==> config.mk <==
export PLATFORM = sky130hd
export DESIGN_NAME = serial_subtractor
export DESIGN_NICKNAME = d
export VERILOG_FILES = /design/src/rtl/serial_subtractor.sv
export SDC_FILE = /design/constraint.sdc
export NUM_CORES = 1
export LEC_CHECK = 0
export ABC_AREA = 1
export CORE_MARGIN = 2
export CORE_UTILIZATION = 50
export DETAILED_ROUTE_END_ITERATION = 8
export PLACE_DENSITY_LB_ADDON = 0.08
export SYNTH_ARGS = -nofsm -noshare
export SYNTH_HDL_FRONTEND = slang
export SYNTH_SLANG_ARGS = --single-unit
==> constraint.sdc <==
create_clock -name clk -period 1.6 [get_ports clk]
set_input_delay 0.48 -clock clk [delete_from_list [all_inputs] [get_ports clk]]
set_output_delay 0.48 -clock clk [all_outputs]
set_load 0.03 [all_outputs]
==> src/rtl/serial_subtractor.sv <==
// rtl/serial_subtractor.sv - bit-serial two's-complement subtractor, LSB first
module serial_subtractor #(
    parameter int WIDTH = 32
) (
    input  logic             clk,
    input  logic             rst_n,
    input  logic             start_valid,
    output logic             start_ready,
    input  logic [WIDTH-1:0] a,
    input  logic [WIDTH-1:0] b,
    output logic             result_valid,
    input  logic             result_ready,
    output logic [WIDTH-1:0] difference,
    output logic             borrowout,
    output logic             overflow,
    output logic             zero
);

    localparam int CW = (WIDTH > 2) ? $clog2(WIDTH) : 1;
    localparam logic [CW-1:0] LAST = CW'(WIDTH - 1);

    localparam logic [1:0] IDLE  = 2'd0;
    localparam logic [1:0] SHIFT = 2'd1;
    localparam logic [1:0] DONE  = 2'd2;

    logic [1:0]       state;
    logic [WIDTH-1:0] a_sh;
    logic [WIDTH-1:0] b_sh;
    logic [WIDTH-1:0] diff_q;
    logic [CW-1:0]    count;
    logic             borrow;
    logic             a_msb;
    logic             b_msb;
    logic             armed;

    logic x, y, d, borrow_next, in_done;

    // Single full-subtractor cell on the current LSBs and the registered borrow
    always_comb begin
        x           = a_sh[0];
        y           = b_sh[0];
        d           = x ^ y ^ borrow;
        borrow_next = (~x & y) | (~(x ^ y) & borrow);
    end

    // armed keeps start_ready low until the first clock after reset release
    always_ff @(posedge clk or negedge rst_n) begin
        if (!rst_n) begin
            state  <= IDLE;
            a_sh   <= '0;
            b_sh   <= '0;
            diff_q <= '0;
            count  <= '0;
            borrow <= 1'b0;
            a_msb  <= 1'b0;
            b_msb  <= 1'b0;
            armed  <= 1'b0;
        end else begin
            armed <= 1'b1;
            case (state)
                IDLE: begin
                    if (start_valid && start_ready) begin
                        a_sh   <= a;
                        b_sh   <= b;
                        borrow <= 1'b0;
                        count  <= '0;
                        a_msb  <= a[WIDTH-1];
                        b_msb  <= b[WIDTH-1];
                        state  <= SHIFT;
                    end
                end
                SHIFT: begin
                    a_sh   <= {1'b0, a_sh[WIDTH-1:1]};
                    b_sh   <= {1'b0, b_sh[WIDTH-1:1]};
                    diff_q <= {d, diff_q[WIDTH-1:1]};
                    borrow <= borrow_next;
                    count  <= count + 1'b1;
                    if (count == LAST) begin
                        state <= DONE;
                    end
                end
                DONE: begin
                    if (result_ready) begin
                        state <= IDLE;
                    end
                end
                default: state <= IDLE;
            endcase
        end
    end

    // Result fields are forced to zero whenever no result is being presented
    always_comb begin
        in_done      = (state == DONE);
        start_ready  = armed && (state == IDLE);
        result_valid = in_done;
        difference   = in_done ? diff_q : '0;
        borrowout    = in_done && borrow;
        overflow     = in_done && (a_msb != b_msb) && (diff_q[WIDTH-1] != a_msb);
        zero         = in_done && (diff_q == '0);
    end

endmodule

Word level (Yosys, flattened, before mapping)

Cells that the tools add are included.

Logic and storage cells: 50
Register bits: 107
Bits of input ports: 68
Output and inout port bits: 37

Mux-type cells: 13
$add $sub $neg: 1
Reductions and logical operators: 12
Equality and inequality tests: 8
Bitwise gates (word level): 7

Operators by type and width:

| cell                                                  | count |
|---|---|
| case mux 32 bit (2 select lines)                      | 2 |
| two-way mux 32 bit                                    | 3 |
| logical NOT 32 bit                                    | 1 |
| case mux 5 bit (2 select lines)                       | 1 |
| logical AND 1 bit                                     | 6 |
| two-way mux 2 bit                                     | 3 |
| case mux 2 bit (3 select lines)                       | 1 |
| adder 5 x 1 -> 5 bit, second input constant           | 1 |
| == test 5 bit, second input constant                  | 1 |
| two-way mux 5 bit                                     | 1 |
| inequality test 2 bit, second input constant          | 2 |
| AND reduction 2 bit                                   | 2 |
| AND reduction 3 bit                                   | 1 |
| AND 1 bit                                             | 2 |
| == test 2 x 1 -> 1 bit, second input constant         | 1 |
| == test 2 bit, second input constant                  | 1 |
| logical NOT 2 bit                                     | 1 |
| inequality test 1 bit                                 | 2 |
| inequality test 2 x 1 -> 1 bit, second input constant | 1 |
| inverter 1 bit                                        | 2 |
| case mux 1 bit (2 select lines)                       | 1 |
| nonzero test 2 bit                                    | 1 |
| XOR 1 bit                                             | 2 |
| two-way mux 1 bit                                     | 1 |
| OR 1 bit                                              | 1 |

Depth between registers and ports, before layout

Depth after elaboration: 5
Mapped depth: 8
Depth with buffers taken out: 6

Worst setup path before layout

No wires, ideal clock.

Path type: register to output
From: reg state[0]
To: out overflow
Stages on the path, launching flop included: 4
Required time: 1.120 ns
Arrival time: 1.394 ns
Path buffers: 0
Path slack: -0.274 ns
Cell sequence: dfrtp_1 inv_1 nand2_1 a211oi_1

Longest elaborated chain between the ends: 3

RTL lines:

| item                           | RTL line | text |
|---|---|---|
| from (decl)                    | 26       | `logic [1:0] state;` |
| from (signal assigned)         | 49       | `state <= IDLE;` |
| from (signal assigned)         | 69       | `state <= SHIFT;` |
| from (signal assigned)         | 79       | `state <= DONE;` |
| == test 2 bit                  | 94       | `in_done = (state == DONE);` |
| logical AND 1 bit (2 in a row) | 99       | `overflow = in_done && (a_msb != b_msb) && (diff_q[WIDTH-1] != a_msb);` |
| to (decl)                      | 15       | `output logic overflow,` |

No other way between the ends.

Final worst setup path

From: reg state[0]
To: out zero

Longest elaborated chain between the ends: 2

RTL lines:

| item              | RTL line | text |
|---|---|---|
| == test 2 bit     | 94       |  |
| logical AND 1 bit | 100      | `zero = in_done && (diff_q == '0);` |
| to (decl)         | 16       | `output logic zero` |

No other way between the ends.

==> impl_metrics.py <==
metrics = {
    "synthesis": {
        "ys_top_cells_by_area": "dfrtp_1 52%, nand2_1 13%, o21ai_0 8.1%",
        "synth_nets": 740,
        "ys_seq_area_share_pct": 52.1,
        "syn_inst": 669,
        "synth_area_leader_cell": "dfrtp_1",
        "ys_warn_count": 0,
        "syn_area_um2": 5140,
        "synth_top_area_share_pct": 52.1,
        "synth_cell_types": 20,
        "avgSynthCellArea_um2": 7.68,
        "ys_ff_latch": 107,
    },
    "cts": {
        "htree_num_levels": 3,
        "cts_buffers": 9,
        "root_buffer": "clkbuf_8",
        "path_clk_slew_ps": 100,
        "cts_tree": "done",
        "clock_sinks": 107,
        "clk_path_buf_depth": 2,
        "clk_latency_ps": 360,
    },
    "critical_path": {
        "reg2regPathDepth": 7,
        "arrival_ps": 1400,
        "cpMaxStageDelayCell": "dfrtp_1",
        "worstSetupPathType": "reg2out",
        "start_kind": "flop",
        "cp_max_fo": 6,
        "r2r_end": "a_sh[6]",
        "r2r_slack_ps": 160,
        "r2r_start": "state[1]",
        "cp_slowest_stage_delay_ps": 410,
        "cp.required_ps": 1120,
        "crit_path_end_kind": "output port",
        "path_cells": "inv_2 > nand2_4 > nor2_1 > nand3_1 > nor2_2 > buf_6",
    },
    "hold_path": {
        "min_path_cells": 2,
        "min_to": "diff_q[0]",
        "hp-class": "reg2reg",
        "hp-start": "diff_q[0]",
    },
    "global_route": {
        "grt_pass1_wl_mm": 18.6,
        "grt_max_degree": 63,
        "grt_usage_pct": 20.2,
        "grt_pass1_vias": 4345,
        "grt_overflow": 0,
        "antenna_found_initial": 0,
    },
    "power_and_ir_drop": {
        "ir_drop_mv": 0.697,
        "leakage_nw": 3.19,
        "power.density_nw_per_um2": 1660,
    },
    "route": {
        "viasPerCell": 4.80,
        "vias": 4418,
        "wl_per_cell_um": 11.7,
        "drc": 0,
        "first_iter_violations": 159,
        "first_pass_iters": 4,
        "detail-route-antenna-nets": 0,
        "drt_wl_total_mm": 10.8,
    },
    "final_layout": {
        "fin_area_um2": 6910,
        "area_growth_pct": 34.4,
        "seq_area_um2": 2680,
        "num-fill-cells": 847,
        "multi_input_area_um2": 1980,
        "final_util_pct": 68.1,
        "fin_nets": 850,
        "n_antenna_cell": 0,
        "drive_above_1_share_pct": 16.5,
    },
    "sta": {
        "period_needed_ps": 1880,
        "skew_ps": 12.1,
        "hold_viol_final": 0,
        "setup_slack_ps": -280,
        "rsz0062_at_grt": "true",
        "setup_viol": 37,
        "final_max_slew_viol_count": 0,
        "period_share_pct": 117,
        "fmaxAchievable_mhz": 532,
    },
    "placed_design": {
        "numPortBuffers": 104,
        "dpl_cell_area_um2": 6360,
        "dpl_worst_slack_ps": -123,
        "dp_hpwl_mm": 7.44,
        "finalWeightedCongestion": 0.789,
    },
    "die": {
        "row_count": 37,
        "die_area_um2": 11100,
        "ios": 105,
        "die_y_um": 105,
        "start_util_pct": 50.7,
        "die_w_um": 105,
        "core_area_um2": 10100,
    },
    "job": {
        "max_cap_violations": 0,
    },
    "outcome": {
        "outcome": "finished, violations left",
        "violations": "setup timing",
    },
}
worst max-delay path by stage:
stage	startpoint	to
after floorplan	state[0]	difference[10]
final	state[0]	zero
after detailed placement	start_valid	a_sh[2]
after global routing	diff_q[5]	zero
after global placement	start_valid	b_sh[8]
after CTS	diff_q[6]	zero
what timing repair did:
action,in CTS,in global routing
endpoints found under the setup margin,37,37
gates resized for setup,58,21
setup buffers,8,7
pin swaps,2,5
hold buffers,1,0
hold endpoints to repair,13,0
registers in the layout, indices dropped and copies added, names as in the netlist:
signal  count
b_msb       1
diff_q     32
a_sh       32
armed       1
b_sh       32
count       5
borrow      1
a_msb       1
state       2
worst max-delay path, delay by kind of cell (launching register included):
kind                   cells  cell delay, ps
AND/OR/NAND/NOR            4             420
flip-flops                 1             410
buffers and inverters      2             220
power breakdown:
part	internal, mW	switching, mW	total, mW
combinational	2.24	3.34	5.58
clock	0.626	0.910	1.54
sequential	3.88	0.487	4.37
metal layers:
layer  vias to the layer above  track usage [%]  wire length [um]
met5                         -                0                 0
met4                         0             6.48               161
met3                        14             2.97               330
met2                        75             36.4              5420
met1                      2029             24.8              4860
li1                       2300                -                 -
area by class of cell:
class | count | area share, %
Sequential cell | 107 | 38.8
Multi-Input combinational cell | 419 | 28.7
Timing Repair Buffer | 138 | 21.8
Inverter | 104 | 5.65
Tap cell | 136 | 2.46
Clock buffer | 12 | 2.10
Clock inverter | 4 | 0.507
synthesized netlist by cell type (all sizes together):
cell	instances
nand2	181
a211oi	1
nor2	57
o22ai	2
inv	104
o21ai	162
nand3	9
buf	30
nor3b	1
fa	1
clkbuf	9
ha	2
conb	1
a21oi	2
dfrtp	107
cell families after synthesis:
family          count (synthesis)  share of synthesized area (%)
simple gates                  248                           18.5
compound gates                167                           16.4
buf+inv                       143                           12.1
flops                         107                           52.1
fa+ha+maj                       3                          0.876
other cells                     1                         0.0730
layout by cell type, fill, tap and decap left out, types with 3 or more instances in the layout:
cell type and instances:
dfrtp_1 107, inv_2 5, o21ai_1 79, inv_1 99
clkdlybuf4s50_1 66, nor2_4 4, clkbuf_8 10, nand2_1 177
nor2_1 25, o21ai_0 83, buf_6 34, nand3_1 9
buf_12 14, nor2_2 28, buf_4 23, clkinv_4 3
through the flow:
step           power (mW)  hold slack [ps]  cells  setup TNS (ps)
6_report             11.5              498    920           -8910
5_1_grt              12.7              537    920          -11580
4_1_cts              11.5              501    914           -9050
3_5_place_dp         9.72              366    889           -6150
3_3_place_gp         9.47              364    889           -5660
2_1_floorplan        8.35              184    669           -2920
(Power assumes the default switching activity.)
